$ cat config.mk
export PLATFORM = sky130hd
export DESIGN_NAME = led_pattern_master
export DESIGN_NICKNAME = d
export VERILOG_FILES = /design/src/rtl/led_pattern_pkg.sv /design/src/rtl/led_pattern_gen.sv /design/src/rtl/led_pattern_master.sv
export SDC_FILE = /design/constraint.sdc
export NUM_CORES = 1
export LEC_CHECK = 0
export CORE_ASPECT_RATIO = 1.2
export CORE_MARGIN = 3
export CORE_UTILIZATION = 46
export DETAILED_ROUTE_END_ITERATION = 8
export HOLD_SLACK_MARGIN = 0.06
export PLACE_DENSITY_LB_ADDON = 0.1
export SETUP_SLACK_MARGIN = 0.3
export SLEW_MARGIN = 20
export SYNTH_ARGS = -nofsm -noshare
export SYNTH_HDL_FRONTEND = slang
export SYNTH_SLANG_ARGS = --single-unit
$ cat constraint.sdc
create_clock -name clk_clk -period 2.8 [get_ports clk_clk]
set_clock_uncertainty 0.1 [all_clocks]
set_input_delay 0.42 -clock clk_clk [delete_from_list [all_inputs] [get_ports clk_clk]]
set_output_delay 0.42 -clock clk_clk [all_outputs]
set_load 0.05 [all_outputs]
$ cat src/rtl/led_pattern_pkg.sv
// Shared types and constants for the LED pattern master: FSM states, pattern modes and seeds.
package led_pattern_pkg;

    typedef enum logic [1:0] {
        IDLE    = 2'd0,
        RD_REQ  = 2'd1,
        RD_WAIT = 2'd2,
        WR_REQ  = 2'd3
    } state_e;

    typedef enum logic [1:0] {
        MODE_STATIC = 2'd0,
        MODE_SHIFT  = 2'd1,
        MODE_COUNT  = 2'd2,
        MODE_BOUNCE = 2'd3
    } mode_e;

    localparam logic       DIR_UP      = 1'b0;
    localparam logic       DIR_DOWN    = 1'b1;
    localparam logic [7:0] SEED_SHIFT  = 8'h01;
    localparam logic [7:0] SEED_COUNT  = 8'h00;
    localparam logic [7:0] SEED_BOUNCE = 8'h01;

    // Static mode shows the switch nibble on both halves of the LED bar.
    function automatic logic [7:0] static_pattern(input logic [3:0] sw);
        return {sw, sw};
    endfunction

endpackage

$ cat src/rtl/led_pattern_gen.sv
// Pattern generator: holds pattern, direction, poll divider and mode; commits the next
// pattern (computed from the captured switch value) only when update_i is pulsed.
module led_pattern_gen
    import led_pattern_pkg::*;
(
    input  logic       clk_i,
    input  logic       rst_ni,
    input  logic [3:0] sw_i,
    input  logic       update_i,
    output logic [7:0] pattern_o,
    output logic [1:0] mode_o
);

    logic [7:0] pattern_q, pattern_d;
    logic       dir_q, dir_d;
    logic [1:0] div_q, div_d;
    mode_e      mode_q, mode_d;

    mode_e      sw_mode;
    logic [1:0] speed;
    logic       bounce_dir;

    assign sw_mode = mode_e'(sw_i[1:0]);
    assign speed   = sw_i[3:2];

    // The bounce direction turns around at either end before shifting.
    always_comb begin
        bounce_dir = dir_q;
        if (pattern_q == 8'h80) begin
            bounce_dir = DIR_DOWN;
        end else if (pattern_q == 8'h01) begin
            bounce_dir = DIR_UP;
        end
    end

    always_comb begin
        pattern_d = pattern_q;
        dir_d     = dir_q;
        div_d     = div_q;
        mode_d    = mode_q;
        if (sw_mode != mode_q) begin
            mode_d = sw_mode;
            div_d  = 2'd0;
            dir_d  = DIR_UP;
            unique case (sw_mode)
                MODE_STATIC: pattern_d = static_pattern(sw_i);
                MODE_SHIFT:  pattern_d = SEED_SHIFT;
                MODE_COUNT:  pattern_d = SEED_COUNT;
                MODE_BOUNCE: pattern_d = SEED_BOUNCE;
                default:     pattern_d = pattern_q;
            endcase
        end else if (sw_mode == MODE_STATIC) begin
            pattern_d = static_pattern(sw_i);
        end else if (div_q == speed) begin
            div_d = 2'd0;
            unique case (sw_mode)
                MODE_SHIFT: pattern_d = {pattern_q[6:0], pattern_q[7]};
                MODE_COUNT: pattern_d = pattern_q + 8'd1;
                MODE_BOUNCE: begin
                    dir_d     = bounce_dir;
                    pattern_d = (bounce_dir == DIR_UP) ? {pattern_q[6:0], 1'b0}
                                                       : {1'b0, pattern_q[7:1]};
                end
                default: pattern_d = pattern_q;
            endcase
        end else begin
            div_d = div_q + 2'd1;
        end
    end

    always_ff @(posedge clk_i or negedge rst_ni) begin
        if (!rst_ni) begin
            pattern_q <= 8'h00;
            dir_q     <= DIR_UP;
            div_q     <= 2'd0;
            mode_q    <= MODE_STATIC;
        end else if (update_i) begin
            pattern_q <= pattern_d;
            dir_q     <= dir_d;
            div_q     <= div_d;
            mode_q    <= mode_d;
        end
    end

    // The value presented is what the next write will carry.
    assign pattern_o = pattern_d;
    assign mode_o    = mode_q;

endmodule

$ cat src/rtl/led_pattern_master.sv
// Avalon-MM initiator that polls the switch PIO and writes an LED pattern to the LED PIO.
// Define LED_PATTERN_TIMEOUT_EN to enable the per-state bus timeout and the sticky err_o flag.
module led_pattern_master
    import led_pattern_pkg::*;
#(
    parameter int unsigned       ADDR_W         = 32,
    parameter logic [ADDR_W-1:0] SW_BASE        = 'h10,
    parameter logic [ADDR_W-1:0] LED_BASE       = 'h0,
    parameter int unsigned       POLL_CYCLES    = 5_000_000,
    parameter int unsigned       TIMEOUT_CYCLES = 1024
) (
    input  logic              clk_clk,
    input  logic              reset_reset_n,
    input  logic              enable,
    output logic [ADDR_W-1:0] avm_address,
    output logic              avm_read,
    output logic              avm_write,
    output logic [31:0]       avm_writedata,
    output logic [3:0]        avm_byteenable,
    input  logic [31:0]       avm_readdata,
    input  logic              avm_waitrequest,
    input  logic              avm_readdatavalid,
    output logic [1:0]        mode_o,
    output logic              busy_o,
    output logic              err_o
);

    localparam int unsigned PW = $clog2(POLL_CYCLES);

    state_e      state_q, state_d;
    logic [PW-1:0] poll_q, poll_d;
    logic [3:0]  sw_q, sw_d;
    logic        tick;
    logic        gen_update;
    logic        timeout;
    logic [7:0]  pattern;
    logic        readdata_unused;

    assign readdata_unused = ^avm_readdata[31:4];

    // Poll timer: free-runs while enabled, one-cycle tick on wrap.
    assign tick = enable && (poll_q == PW'(POLL_CYCLES - 1));

    always_comb begin
        poll_d = poll_q + 1'b1;
        if (!enable || tick) begin
            poll_d = '0;
        end
    end

    // Ticks outside IDLE fall through unused, which drops them.
    always_comb begin
        state_d    = state_q;
        sw_d       = sw_q;
        gen_update = 1'b0;
        unique case (state_q)
            IDLE: begin
                if (tick) begin
                    state_d = RD_REQ;
                end
            end
            RD_REQ: begin
                if (!avm_waitrequest) begin
                    if (avm_readdatavalid) begin
                        sw_d    = avm_readdata[3:0];
                        state_d = WR_REQ;
                    end else begin
                        state_d = RD_WAIT;
                    end
                end
            end
            RD_WAIT: begin
                if (avm_readdatavalid) begin
                    sw_d    = avm_readdata[3:0];
                    state_d = WR_REQ;
                end
            end
            WR_REQ: begin
                if (!avm_waitrequest) begin
                    gen_update = 1'b1;
                    state_d    = IDLE;
                end
            end
            default: state_d = IDLE;
        endcase
        if (timeout) begin
            state_d    = IDLE;
            gen_update = 1'b0;
        end
    end

    always_ff @(posedge clk_clk or negedge reset_reset_n) begin
        if (!reset_reset_n) begin
            state_q <= IDLE;
            poll_q  <= '0;
            sw_q    <= 4'h0;
        end else begin
            state_q <= state_d;
            poll_q  <= poll_d;
            sw_q    <= sw_d;
        end
    end

`ifdef LED_PATTERN_TIMEOUT_EN
    localparam int unsigned TW = $clog2(TIMEOUT_CYCLES + 1);

    logic [TW-1:0] tmo_q, tmo_d;
    logic          err_q, err_d;

    assign timeout = (state_q != IDLE) && (tmo_q == TW'(TIMEOUT_CYCLES - 1));

    // The timer restarts on every state change so each bus phase gets its own budget.
    always_comb begin
        tmo_d = tmo_q + 1'b1;
        if (state_q == IDLE || state_d != state_q) begin
            tmo_d = '0;
        end
        err_d = err_q | timeout;
    end

    always_ff @(posedge clk_clk or negedge reset_reset_n) begin
        if (!reset_reset_n) begin
            tmo_q <= '0;
            err_q <= 1'b0;
        end else begin
            tmo_q <= tmo_d;
            err_q <= err_d;
        end
    end

    assign err_o = err_q;
`else
    localparam int unsigned tmo_unused = TIMEOUT_CYCLES;

    assign timeout = 1'b0;
    assign err_o   = 1'b0;
`endif

    led_pattern_gen u_gen (
        .clk_i     (clk_clk),
        .rst_ni    (reset_reset_n),
        .sw_i      (sw_q),
        .update_i  (gen_update),
        .pattern_o (pattern),
        .mode_o    (mode_o)
    );

    // Bus strobes decode straight from the state register, so they hold while stalled
    // and drop the moment reset is asserted.
    always_comb begin
        avm_read      = 1'b0;
        avm_write     = 1'b0;
        avm_address   = '0;
        avm_writedata = 32'h0;
        unique case (state_q)
            RD_REQ: begin
                avm_read    = 1'b1;
                avm_address = SW_BASE;
            end
            WR_REQ: begin
                avm_write     = 1'b1;
                avm_address   = LED_BASE;
                avm_writedata = {24'h0, pattern};
            end
            default: ;
        endcase
    end

    assign avm_byteenable = 4'hF;
    assign busy_o         = (state_q != IDLE);

endmodule
# Word level (Yosys, flattened, before mapping)
# Cells that the tools add are included.
# totals
word_cells	72
latchBits	0
memories	0
in_bits	37
out_inout_bits	74
ramBits	0
romBits	0
regBits	42
# classes
n_addsub	3
shifts	0
n_reduce_logical	15
eq_ne	16
mux	31
n_mul	0
order_cmp	0
div_mod_pow	0
bitwise	0
# ops
op	count
8-bit case mux with 3 select lines	2
8-bit two-way mux	5
23-bit by 1-bit adder with 23-bit output, second input constant	1
23-bit equality test, second input constant	1
23-bit two-way mux	1
2-bit two-way mux	7
1-bit two-way mux	11
8-bit by 1-bit adder with 8-bit output, second input constant	1
2-bit equality test, second input constant	4
8-bit by 1-bit equality test with 1-bit output, second input constant	1
8-bit equality test, second input constant	1
4-bit two-way mux	2
2-bit inequality test, second input constant	4
2-bit case mux with 4 select lines	1
4-bit case mux with 2 select lines	1
4-bit AND reduction	2
2-bit nonzero test	4
2-bit AND reduction	3
5-bit two-way mux	1
2-bit by 1-bit equality test with 1-bit output, second input constant	2
2-bit logical NOT	2
2-bit by 1-bit adder with 2-bit output, second input constant	1
2-bit equality test	1
2-bit by 1-bit inequality test with 1-bit output, second input constant	1
other kinds (5)	5

# Logic depth before layout (Yosys ltp)
# logic_depth
depth_word	9
mapped_depth	8
ltp_nobuf	7

# Cells and area by module
# From an unflattened synthesis, not the netlist that was laid out.
# unflattened
hier_cells	390
hier_area_um2	3425.8
# modules_own_cells
mod	instances	cells_per_inst	seq_area_each_um2	area_per_inst_um2
led_pattern_master	1	227	725.7	2080.7
led_pattern_gen	1	163	325.3	1345.0

# Worst setup path after synthesis
# No wires, ideal clock.
# synth_timing
path_kind	register -> output
start	reg u_gen.pattern_q[1]
end	out avm_writedata[3]
t_required_ns	2.280
path_stages_with_launch	9
arrival_time_ns	2.855
n_path_buf	1
setup_slack_ns	-0.575
cell_sequence	dfrtp_1 -> clkbuf_1 -> inv_1 -> ha_1 -> nor3b_1 -> a31o_2 -> a2111oi_0 -> nor2_1 -> o31ai_1
# synth_via
elab_chain_cells	9
elab_cells_between_ends	11
cone_classes	1 x add/sub; 2 x eq/ne; 8 x mux
# synth_lines
item	line	rtl
start: declaration	led_pattern_gen.sv:14	logic [7:0] pattern_q, pattern_d;
start signal: assignment	led_pattern_gen.sv:78	pattern_q <= pattern_d;
8-bit by 1-bit equality test with 1-bit output	led_pattern_gen.sv:31	end else if (pattern_q == 8'h01) begin
1-bit two-way mux	led_pattern_gen.sv:31	
1-bit two-way mux	led_pattern_gen.sv:29	if (pattern_q == 8'h80) begin
8-bit two-way mux	led_pattern_gen.sv:61	pattern_d = (bounce_dir == DIR_UP) ? {pattern_q[6:0], 1'b0}
8-bit case mux with 3 select lines *	led_pattern_gen.sv:56	unique case (sw_mode)
8-bit two-way mux *	led_pattern_gen.sv:54	end else if (div_q == speed) begin
8-bit two-way mux *	led_pattern_gen.sv:52	end else if (sw_mode == MODE_STATIC) begin
8-bit two-way mux *	led_pattern_gen.sv:41	if (sw_mode != mode_q) begin
8-bit two-way mux *	led_pattern_master.sv:155	unique case (state_q)
end: declaration	led_pattern_master.sv:18	output logic [31:0] avm_writedata,
# Mark *: on every way between the ends. The rest lies on a longest branch, timed or not.

# Worst setup path in the final report
# layout_timing
start	reg u_gen.pattern_q[3]
end	out avm_writedata[1]
# layout_via
elab_chain_cells	9
elab_cells_between_ends	10
cone_classes	2 x eq/ne; 8 x mux
# layout_lines
item	line
8-bit by 1-bit equality test with 1-bit output	led_pattern_gen.sv:31
1-bit two-way mux	led_pattern_gen.sv:31
1-bit two-way mux *	led_pattern_gen.sv:29
8-bit two-way mux *	led_pattern_gen.sv:61
8-bit case mux with 3 select lines *	led_pattern_gen.sv:56
8-bit two-way mux *	led_pattern_gen.sv:54
8-bit two-way mux *	led_pattern_gen.sv:52
8-bit two-way mux *	led_pattern_gen.sv:41
8-bit two-way mux *	led_pattern_master.sv:155
# Marks and branches as above.

==> tab_implementation.tex <==
\begin{tabular}{lr}
\hline
Metric & Value \\
\hline
\multicolumn{2}{l}{\textbf{Synth}} \\
\quad Synth Area in XOR/XNOR & 7.56\% \\
\quad Largest family of logic cells by synthesized area & simple AND/OR/NAND/NOR gates \\
\quad Fraction of registers with async set or reset after synthesis & 100\% \\
\quad Compound-gate portion of the synthesized area & 16.3\% \\
\quad Syn avg cell area & 8.60 um2 \\
\quad Adder-Cell Fraction of Synth Area & 3.47\% \\
\quad Unique cell type count in the Yosys netlist & 61 \\
\quad Netlist area before placement & 3240 um2 \\
\quad \#FFs+latches synth & 42 \\
\quad Simple logic cell fraction of the synthesized area & 19.5\% \\
\quad Synthesized instance count & 377 \\
\quad Fraction of the yosys area taken by sequential cells & 32.4\% \\
\quad Synth warnings & 0 \\
\quad Primary flip-flop cell chosen by synthesis mapping & sky130\_fd\_sc\_hd\_\_dfrtp\_1 \\
\quad Post-synth EDFFs & 0 \\
\quad Multiplexer area fraction after synthesis & 2.43\% \\
\multicolumn{2}{l}{\textbf{Detailed routing}} \\
\quad Highest metal used & met4 \\
\quad WL/cell & 15.1 um \\
\quad Number of remaining DRC errors & 0 \\
\quad Number of routed nets with antenna violations & 0 \\
\quad Iteration-0 DRC count of the detailed router & 144 \\
\quad Via count of the routed design & 2,631 \\
\quad First drt pass iteration count & 4 \\
\quad Wire length after detailed routing & 7640 um \\
\quad Number of vias per cell & 5.19 \\
\quad Met2 wire length & 4010 um \\
\quad Routed met1 length & 3270 um \\
\quad DR WL met3 & 286 um \\
\multicolumn{2}{l}{\textbf{Pwr}} \\
\quad Logic gate share of total power & 16.3\% \\
\quad Seq pwr share & 46.5\% \\
\quad Clock network fraction of design power & 37.1\% \\
\quad Net Switching & 428 uW \\
\quad Power per Cell Area & 331 nW/um2 \\
\quad Leakage power of the design & 0.00178 uW \\
\quad Internal power contribution & 889 uW \\
\quad Sw Ratio & 32.5\% \\
\quad Peak VDD IR & 331 uV \\
\quad Power consumption & 1320 uW \\
\multicolumn{2}{l}{\textbf{Timing}} \\
\quad Unrepaired setup endpoints after global routing & yes \\
\quad Hold violation total from the final report & 0 \\
\quad Total negative slack for setup checks & 0 ps \\
\quad Final Max Slew Viols & 0 \\
\quad Worst slew margin relative to its limit & 36.2\% \\
\quad Finish-stage setup viols & 0 \\
\quad Final worst-path cycle share & 99.3\% \\
\quad Post-layout worst setup margin & 20.4 ps \\
\quad Minimum clock period & 2780 ps \\
\quad Measured slew at the worst slew-check pin & 957 ps \\
\quad Peak Freq & 360 MHz \\
\multicolumn{2}{l}{\textbf{Critical path}} \\
\quad Sum of buffers and inverters on the critical path & 1 \\
\quad Highest fanout seen on the critical path & 5 \\
\quad Cell chain of the critical path & or4\_4 > nor3\_4 > nor2b\_4 > o31a\_1 > a311oi\_4 > buf\_12 \\
\quad Startpoint kind of the worst setup timing path & register \\
\quad Arrival time of the worst setup path & 2260 ps \\
\quad Worst setup path class & register to primary output \\
\quad Standard cell with the maximum stage delay on the critical path & sky130\_fd\_sc\_hd\_\_or4\_4 \\
\quad Critical path capture point type & primary output \\
\quad Slowest cell delay on critical path & 570 ps \\
\quad End of the worst register-to-register path & state\_q[1] \\
\quad Dominant delay contributor by cell family on the critical path & simple AND/OR/NAND/NOR gates \\
\quad Reg-to-reg startpoint & poll\_q[0] \\
\quad R2r worst-path depth & 6 \\
\quad Required time reported for the critical path endpoint & 2280 ps \\
\quad Reg2Reg Setup Slack & 700 ps \\
\multicolumn{2}{l}{\textbf{Clock tree}} \\
\quad H-tree Lvls & 2 \\
\quad CTS tree & yes \\
\quad Post-CTS Hold Buffers & 0 \\
\quad Clock latency reported for the late side of the worst-skew pair & 300 ps \\
\quad Worst-path clk slew & 90 ps \\
\quad Number of clock buffers inserted by TritonCTS & 5 \\
\quad Number of clock sinks seen by CTS & 42 \\
\quad CTS Buffer Depth & 2 \\
\quad Clock tree root buffer cell & sky130\_fd\_sc\_hd\_\_clkbuf\_8 \\
\multicolumn{2}{l}{\textbf{Finish}} \\
\quad Fraction of layout cells with a size suffix above 1 & 24.6\% \\
\quad Number of nets in the finished design & 467 \\
\quad Synthesis-to-layout area growth & 22.6\% \\
\quad Share of the core filled with cells & 59.8\% \\
\quad N\_diodes & 0 \\
\quad Fill cell instance count of the final layout & 611 \\
\multicolumn{2}{l}{\textbf{Run}} \\
\quad Max-capacitance violation count & 0 \\
\multicolumn{2}{l}{\textbf{Placed design}} \\
\quad Final Wtd Congestion & 0.893 \\
\quad Port bufs & 22 \\
\quad Post-detail-place hpwl & 5400 um \\
\quad Setup Slack @ Placement & 182 ps \\
\multicolumn{2}{l}{\textbf{GRT}} \\
\quad Total track usage & 18.7\% \\
\quad Via count of the first global-routing pass & 2,475 \\
\quad Antenna violations before repair & 0 \\
\quad Pin count of the biggest net entering global routing & 43 \\
\quad Wire length of the first global-routing pass & 12,000 um \\
\quad Total grt overflow & 0 \\
\multicolumn{2}{l}{\textbf{Floorplanning}} \\
\quad Die footprint & 8090 um2 \\
\quad \# rows & 32 \\
\quad Floorplan core area & 6650 um2 \\
\quad Chip height & 98.0 um \\
\quad Count of boundary I/O pins & 111 \\
\quad Floorplan die width & 82.6 um \\
\quad Starting density of the core & 48.8\% \\
\multicolumn{2}{l}{\textbf{Hold path}} \\
\quad Type of the tightest min-delay check & primary input to asynchronous set/reset pin \\
\multicolumn{2}{l}{\textbf{Run status}} \\
\quad Result of the run & complete, no violations \\
\hline
\end{tabular}
## power by group through the flow
stage	registers, uW	clock network, uW	logic (uW)
after floorplan	625	0	252
after CTS	613	500	213
after global placement	625	0	213
after global routing	614	532	227
final	613	489	215
after detailed placement	625	0	213
## cells in the final DEF, fill, tap and decap left out, types with 3 or more instances in the layout
cell                              instances
sky130_fd_sc_hd__ha_1                     6
sky130_fd_sc_hd__xnor2_1                  8
sky130_fd_sc_hd__buf_4                   32
sky130_fd_sc_hd__o21a_1                   4
sky130_fd_sc_hd__o21ai_0                 12
sky130_fd_sc_hd__dfrtp_2                  5
sky130_fd_sc_hd__clkbuf_8                 5
sky130_fd_sc_hd__nor2b_1                  4
sky130_fd_sc_hd__conb_1                  60
sky130_fd_sc_hd__xor2_1                  18
sky130_fd_sc_hd__clkdlybuf4s50_1         10
sky130_fd_sc_hd__a21oi_1                 13
sky130_fd_sc_hd__nand3_1                 11
sky130_fd_sc_hd__nand2_1                 34
sky130_fd_sc_hd__a31oi_1                  3
sky130_fd_sc_hd__buf_12                   8
sky130_fd_sc_hd__nand4_1                  7
sky130_fd_sc_hd__nor3_1                   6
sky130_fd_sc_hd__inv_1                   15
sky130_fd_sc_hd__a211oi_1                 4
sky130_fd_sc_hd__dfrtp_1                 37
sky130_fd_sc_hd__nor2_1                  31
sky130_fd_sc_hd__mux2_2                   6
sky130_fd_sc_hd__a211oi_4                 3
## stage by stage
step	cells	hold slack (ps)	cell area [um2]
2_1_floorplan	435	24.4	3560
3_3_place_gp	482	377	3560
3_5_place_dp	482	389	3560
4_1_cts	499	201	3820
5_1_grt	507	241	3980
6_report	507	172	3980
## flip-flops by register name (all words and copies together) (netlist names)
name / flops
sw_q: 4
u_gen.pattern_q: 8
u_gen.dir_q: 1
state_q: 2
poll_q: 23
u_gen.div_q: 2
u_gen.mode_o: 2
## area by class of cell
type                    count  area [um2]  area share, %
multi-input cells         300        2080           52.3
flip-flops and latches     42        1060           26.6
repair buffers             56         558           14.0
well taps                  85         106           2.68
clock buffers               5        68.8           1.73
inverters                  16        60.1           1.51
clock inverters             3        45.0           1.13
## worst reg2reg max path: stages (launching register included)
cell                      delay, ps
sky130_fd_sc_hd__dfrtp_1        400
sky130_fd_sc_hd__ha_1           220
sky130_fd_sc_hd__nand4_1        170
sky130_fd_sc_hd__or2_2          370
sky130_fd_sc_hd__o41ai_4        420
sky130_fd_sc_hd__a21oi_1        110
sky130_fd_sc_hd__a31o_1         190
## logic make-up after synthesis
| family | after synthesis |
|---|---|
| flops | 42 |
| fa+ha+maj | 9 |
| simple gates | 125 |
| other cells | 2 |
| xor+xnor | 28 |
| mux | 7 |
| compound gates | 71 |
| buf+inv | 93 |
## worst max path at each step
stage	startpoint	end	slack [ps]	depth (start not counted)
after floorplan	u_gen.pattern_q[4]	avm_writedata[1]	150	5
after global placement	u_gen.pattern_q[3]	avm_writedata[1]	190	6
after detailed placement	u_gen.pattern_q[2]	avm_writedata[1]	180	6
after CTS	u_gen.pattern_q[3]	avm_writedata[1]	-40	6
after global routing	u_gen.pattern_q[3]	avm_writedata[1]	-40	6
final	u_gen.pattern_q[3]	avm_writedata[1]	20	6
## synthesized netlist by cell type, types with 4 or more instances
library cell / n / share of area, %
sky130_fd_sc_hd__nor2b_1: 5 / 0.96
sky130_fd_sc_hd__a21oi_1: 13 / 2.0
sky130_fd_sc_hd__nand4_1: 7 / 1.4
sky130_fd_sc_hd__dfrtp_1: 42 / 32
sky130_fd_sc_hd__o31ai_1: 4 / 0.93
sky130_fd_sc_hd__nor3_1: 8 / 1.2
sky130_fd_sc_hd__buf_2: 5 / 0.77
sky130_fd_sc_hd__a211oi_1: 7 / 1.6
sky130_fd_sc_hd__buf_4: 61 / 14
sky130_fd_sc_hd__clkbuf_1: 11 / 1.3
sky130_fd_sc_hd__xnor2_1: 10 / 2.7
sky130_fd_sc_hd__xor2_1: 18 / 4.9
sky130_fd_sc_hd__inv_1: 16 / 1.9
sky130_fd_sc_hd__mux2_2: 6 / 2.1
sky130_fd_sc_hd__nand2_1: 35 / 4.1
sky130_fd_sc_hd__ha_1: 9 / 3.5
sky130_fd_sc_hd__nand3_1: 13 / 2.0
sky130_fd_sc_hd__o21a_1: 4 / 0.93
sky130_fd_sc_hd__o21ai_0: 13 / 2.0
sky130_fd_sc_hd__nor2_1: 33 / 3.8
## what timing repair did
item,4_1_cts,5_1_grt
endpoints found under the hold margin,0,0
setup endpoints to repair,10,9
pin swaps,9,11
setup buffers,9,8
gates resized for setup,22,20
## layer usage
| layer | vias up | global-route usage, % |
|---|---|---|
| met5 | - | 0 |
| met4 | 0 | 5.03 |
| met3 | 8 | 3.41 |
| met2 | 67 | 30.8 |
| met1 | 1283 | 25.0 |
| li1 | 1273 | - |
(Power assumes the default switching activity.)
